[config.mk]
export PLATFORM = sky130hd
export DESIGN_NAME = input_conditioner
export DESIGN_NICKNAME = d
export VERILOG_FILES = /design/src/rtl/input_conditioner.sv
export SDC_FILE = /design/constraint.sdc
export NUM_CORES = 1
export LEC_CHECK = 0
export ABC_AREA = 0
export BUFFER_PORTS_ARGS = -buffer_cell sky130_fd_sc_hd__buf_2
export CORE_MARGIN = 5
export CORE_UTILIZATION = 54
export CTS_BUF_LIST = sky130_fd_sc_hd__clkbuf_4 sky130_fd_sc_hd__clkbuf_8 sky130_fd_sc_hd__clkbuf_16
export DETAILED_ROUTE_END_ITERATION = 10
export HOLD_SLACK_MARGIN = 0.12
export PLACE_DENSITY = 0.74
export SLEW_MARGIN = 20
export SYNTH_ARGS = -nofsm -noshare
export SYNTH_HDL_FRONTEND = slang
export SYNTH_SLANG_ARGS = --single-unit
[constraint.sdc]
create_clock -name clk -period 3.7 [get_ports clk]
set_input_delay 0.185 -clock clk [delete_from_list [all_inputs] [get_ports clk]]
set_output_delay 0.185 -clock clk [all_outputs]
set_load 0.01 [all_outputs]
[src/rtl/input_conditioner.sv]
// Multi-channel button conditioner: 2-flop synchroniser, tick-based debounce,
// press/release pulses and optional per-channel hold-to-auto-repeat.
module input_conditioner #(
  parameter int unsigned         CHANNELS      = 2,
  parameter int unsigned         STABLE_TICKS  = 4,
  parameter int unsigned         REPEAT_DELAY  = 12,
  parameter int unsigned         REPEAT_PERIOD = 4,
  parameter logic [CHANNELS-1:0] REPEAT_MASK   = '0
) (
  input  logic                clk,
  input  logic                rst,
  input  logic                i_tick,
  input  logic [CHANNELS-1:0] i_buttons,
  output logic [CHANNELS-1:0] o_level,
  output logic [CHANNELS-1:0] o_press,
  output logic [CHANNELS-1:0] o_release,
  output logic [CHANNELS-1:0] o_repeat,
  output logic                o_any
);

  localparam int unsigned   DBW     = $clog2(STABLE_TICKS + 1);
  localparam logic [DBW-1:0] DB_LAST = DBW'(STABLE_TICKS - 1);

  typedef enum logic [1:0] {
    RS_IDLE,
    RS_HOLD,
    RS_RPT
  } rpt_state_e;

  logic [CHANNELS-1:0] sync1_q, sync2_q;
  logic [CHANNELS-1:0] level_q, press_q, release_q;
  logic                any_q;
  logic [DBW-1:0]      db_q [CHANNELS];

  logic [CHANNELS-1:0] differ_d, accept_d, press_d, release_d;

  // Two-stage synchroniser for the raw pad inputs.
  always_ff @(posedge clk or posedge rst) begin
    if (rst) begin
      sync1_q <= '0;
      sync2_q <= '0;
    end else begin
      sync1_q <= i_buttons;
      sync2_q <= sync1_q;
    end
  end

  // Detect the tick that completes a run of disagreeing samples.
  always_comb begin
    differ_d  = '0;
    accept_d  = '0;
    press_d   = '0;
    release_d = '0;
    for (int unsigned i = 0; i < CHANNELS; i++) begin
      differ_d[i]  = sync2_q[i] ^ level_q[i];
      accept_d[i]  = i_tick & differ_d[i] & (db_q[i] == DB_LAST);
      press_d[i]   = accept_d[i] & ~level_q[i];
      release_d[i] = accept_d[i] & level_q[i];
    end
  end

  // Debounce counters and accepted levels; any agreeing cycle restarts the count.
  always_ff @(posedge clk or posedge rst) begin
    if (rst) begin
      level_q <= '0;
      for (int unsigned i = 0; i < CHANNELS; i++) begin
        db_q[i] <= '0;
      end
    end else begin
      level_q <= level_q ^ accept_d;
      for (int unsigned i = 0; i < CHANNELS; i++) begin
        if (!differ_d[i]) begin
          db_q[i] <= '0;
        end else if (i_tick) begin
          if (accept_d[i]) begin
            db_q[i] <= '0;
          end else begin
            db_q[i] <= db_q[i] + DBW'(1);
          end
        end
      end
    end
  end

  // Edge pulses registered alongside the level so they mark its first new cycle.
  always_ff @(posedge clk or posedge rst) begin
    if (rst) begin
      press_q   <= '0;
      release_q <= '0;
      any_q     <= 1'b0;
    end else begin
      press_q   <= press_d;
      release_q <= release_d;
      any_q     <= |press_d;
    end
  end

  for (genvar g = 0; g < CHANNELS; g++) begin : g_ch
    if (REPEAT_MASK[g]) begin : g_rpt
      localparam int unsigned    RMAX     = (REPEAT_DELAY > REPEAT_PERIOD) ? REPEAT_DELAY
                                                                           : REPEAT_PERIOD;
      localparam int unsigned    RPW      = $clog2(RMAX + 1);
      localparam logic [RPW-1:0] DLY_LAST = RPW'(REPEAT_DELAY - 1);
      localparam logic [RPW-1:0] PER_LAST = RPW'(REPEAT_PERIOD - 1);

      rpt_state_e     st_q;
      logic [RPW-1:0] rp_q;
      logic           rep_q;

      // Auto-repeat sequencer: initial delay after press, then periodic pulses.
      always_ff @(posedge clk or posedge rst) begin
        if (rst) begin
          st_q  <= RS_IDLE;
          rp_q  <= '0;
          rep_q <= 1'b0;
        end else begin
          rep_q <= 1'b0;
          case (st_q)
            RS_IDLE: begin
              if (press_d[g]) begin
                st_q <= RS_HOLD;
                rp_q <= '0;
              end
            end
            RS_HOLD: begin
              if (release_d[g]) begin
                st_q <= RS_IDLE;
                rp_q <= '0;
              end else if (i_tick) begin
                if (rp_q == DLY_LAST) begin
                  rep_q <= 1'b1;
                  rp_q  <= '0;
                  st_q  <= RS_RPT;
                end else begin
                  rp_q <= rp_q + RPW'(1);
                end
              end
            end
            RS_RPT: begin
              if (release_d[g]) begin
                st_q <= RS_IDLE;
                rp_q <= '0;
              end else if (i_tick) begin
                if (rp_q == PER_LAST) begin
                  rep_q <= 1'b1;
                  rp_q  <= '0;
                end else begin
                  rp_q <= rp_q + RPW'(1);
                end
              end
            end
            default: begin
              st_q <= RS_IDLE;
              rp_q <= '0;
            end
          endcase
        end
      end

      assign o_repeat[g] = rep_q;
    end else begin : g_norpt
      assign o_repeat[g] = 1'b0;
    end
  end

  assign o_level   = level_q;
  assign o_press   = press_q;
  assign o_release = release_q;
  assign o_any     = any_q;

endmodule
==> summary.md <==
| Metric | Value |
|---|---|
| Drt pass-1 iters | `4` |
| Run status | `finished, final reports clean` |
| DIE WIDTH | `46.3 µm` |
| Routability cong. | `about 0.7` |
| Vias in the first global route | `454` |
| Unrepaired setup endpoints after global routing | `no` |
| Final ANT Viol Nets | `0` |
| Tot Pwr | `438 µW` |
| Max FO, Critical Path | `3` |
| Hold WS | `0.216 ns` |
| Peak VDD IR | `275 µV` |
| Setup tns final | `0 ns` |
| Synthesized area | `711 µm²` |
| Unique cell type count in the Yosys netlist | `16` |
| Final hold violations | `0` |
| Hold Crit Class | `primary input to register` |
| H-tree level count | `1` |
| Drt total wl | `1.03 mm` |
| Dpl ws | `approximately 2.3 ns` |
| Die Y | `46.3 µm` |
| Num rows | `13` |
| Post-CTS sizing | `0` |
| DRC | `0` |
| CTS tree | `done` |
| Power density cells | `roughly 530 nW/µm²` |
| Final min period | `around 1.4 ns` |
| Total Nets Final | `84` |
| DR vias | `approximately 420` |
| Worst Hold End | `db_q[4]` |
| Tightest Pin Transition | `0.621 ns` |
| Slew Limit Headroom | `58.5%` |
| Clock Root Buffer | `clkbuf_4` |
| #FFs+latches synth | `17` |
| CP Class | `register to register` |
| Synth Area per Inst | `12.7 µm²` |
| Critical Path RT | `roughly 3.9 ns` |
| Final setup viols | `0` |
| R2r setup slk | `between 2 and 2.5 ns` |
| Routed length per placed instance | `11.9 µm` |
| Setup crit start kind | `register` |
| Min-Delay Path Depth | `3` |
| # diodes | `0` |
| Port Buffers | `11` |
| DP HPWL | `744 µm` |
| Top Ports | `14` |
| Vias per cell | `slightly below 5` |
| Max Fclk | `approximately 0.71 GHz` |
| Pleak | `0.000449 µW` |
| Worst R2R Start | `db_q[0]` |
| Reg2reg path depth | `5` |
| DRT iter0 DRCs | `4` |
| Core region area | `1270 µm²` |
| Synth warn | `0` |
| R2R Path End | `o_any` |
| Longest Clk Path Bufs | `2` |
| Setup crit end kind | `register` |
| Initial antenna violation count | `0` |
| Layout cells sized above 1 | `27.8%` |
| Slew Limit Fails | `0` |
| Synth Instances | `56` |
| Min-delay src | `i_tick` |
| PnR worst setup slack | `~2.3 ns` |
| Sequential area share after synthesis | `between 50% and 60%` |
| WP data arrival | `1.58 ns` |
| Area growth from synthesis to layout | `15.7%` |
| Clock Skew | `about 0.0043 ns` |
| Num CTS Buffers | `3` |
| CTS Sinks | `17` |
| Max Cap Viol | `0` |
| Largest net degree at the start of global routing | `18` |
| Global-route wire length before repair | `1.88 mm` |
| Die area | `about 2100 µm²` |
| Grt ovf | `0` |
| Total GRT Usage | `between 10% and 20%` |
| Starting Density | `56.0%` |
| Later-pin clock latency in the skew report | `around 0.28 ns` |
| Reg clk slew, reported paths | `~0.090 ns` |
| Final period util | `between 30% and 40%` |
| Final core utilization | `about two thirds` |
-- layout by cell type, fill, tap and decap left out, types with 3 or more instances in the layout --
master	instances
a21oi_1	3
clkbuf_4	4
ha_1	6
dfrtp_1	17
buf_2	11
dlygate4sd3_1	3
inv_1	5
nand2_1	4
nand2b_1	5
nor2_1	3
-- worst max-delay path by stage --
stage	endpoint	slack (ns)	cells past startpoint	startpoint
2_1_floorplan	o_any	2.39	4	o_level[1]
3_3_place_gp	o_any	2.32	4	o_level[1]
3_5_place_dp	o_any	2.31	5	db_q[0]
4_1_cts	o_any	2.29	5	db_q[0]
5_1_grt	o_any	2.25	5	db_q[0]
6_report	o_any	2.30	5	db_q[0]
-- per-layer routing --
metal	global-route usage, %	share of wire, %
met5	0	0
met1	15.5	41
met4	9.66	3.7
met3	4.30	6.5
met2	19.5	49
-- flip-flops by register name, summed over array words and instances, names as in the netlist --
register,count
db_q,6
o_level,2
o_press,2
o_release,2
sync1_q,2
sync2_q,2
o_any,1
-- where the power goes --
| part | internal (µW) | total, µW | leakage [µW] | switching (µW) |
|---|---|---|---|---|
| combinational | 47.1 | 98.3 | 0.000213 | 51.2 |
| sequential | 214 | 237 | 0.000217 | 23.8 |
| clock | 49.2 | 103 | 0.0000184 | 53.6 |
-- cells in the mapped netlist --
| cell | number | area share, % |
|---|---|---|
| dfrtp_1 | 17 | 60 |
| nor3_2 | 2 | 2.8 |
| buf_6 | 1 | 1.6 |
| a21oi_1 | 3 | 2.1 |
| mux2i_1 | 1 | 1.4 |
| nand2_1 | 4 | 2.1 |
| inv_1 | 5 | 2.6 |
| nand3b_1 | 2 | 2.1 |
| conb_1 | 1 | 0.53 |
| nand2b_1 | 5 | 4.4 |
| xnor2_2 | 2 | 4.6 |
| or2_2 | 1 | 0.88 |
| ha_1 | 6 | 11 |
| buf_4 | 2 | 2.1 |
| nor2_1 | 3 | 1.6 |
| nand3_1 | 1 | 0.70 |
-- repair_timing --
action,in CTS,in global routing
hold endpoints to repair,19,0
hold buffers,3,0
setup buffers,0,0
-- metrics by stage --
step / instance area, µm² / cells
after CTS: 822 / 87
after floorplan: 714 / 57
after detailed placement: 762 / 80
final: 822 / 87
after global routing: 822 / 87
after global placement: 762 / 80
-- kinds of logic after synthesis --
| kind of cell | Yosys count | share of synthesized area, % |
|---|---|---|
| muxes | 1 | 1.41 |
| buffers and inverters | 8 | 6.34 |
| other | 1 | 0.528 |
| and+or+nand+nor | 18 | 14.6 |
| AOI/OAI and AO/OA | 3 | 2.11 |
| DFF | 17 | 59.9 |
| xor gates and xnor gates | 2 | 4.58 |
| adders and majority gates | 6 | 10.6 |
-- area by class of cell --
class                      count  area (µm²)
tap                           15        18.8
clock buffer                   4        30.0
inverter                       5        18.8
timing repair buffer          14        85.1
multi-input combinational     32         244
sequential                    17         425
fill                         101         447
-- critical path, stage by stage (launching register included) --
cell,delay (ns)
dfrtp_1,0.41
ha_1,0.23
nand2_1,0.10
nor3_2,0.05
ha_1,0.21
or2_2,0.29
Power figures use the tool's default switching activity.
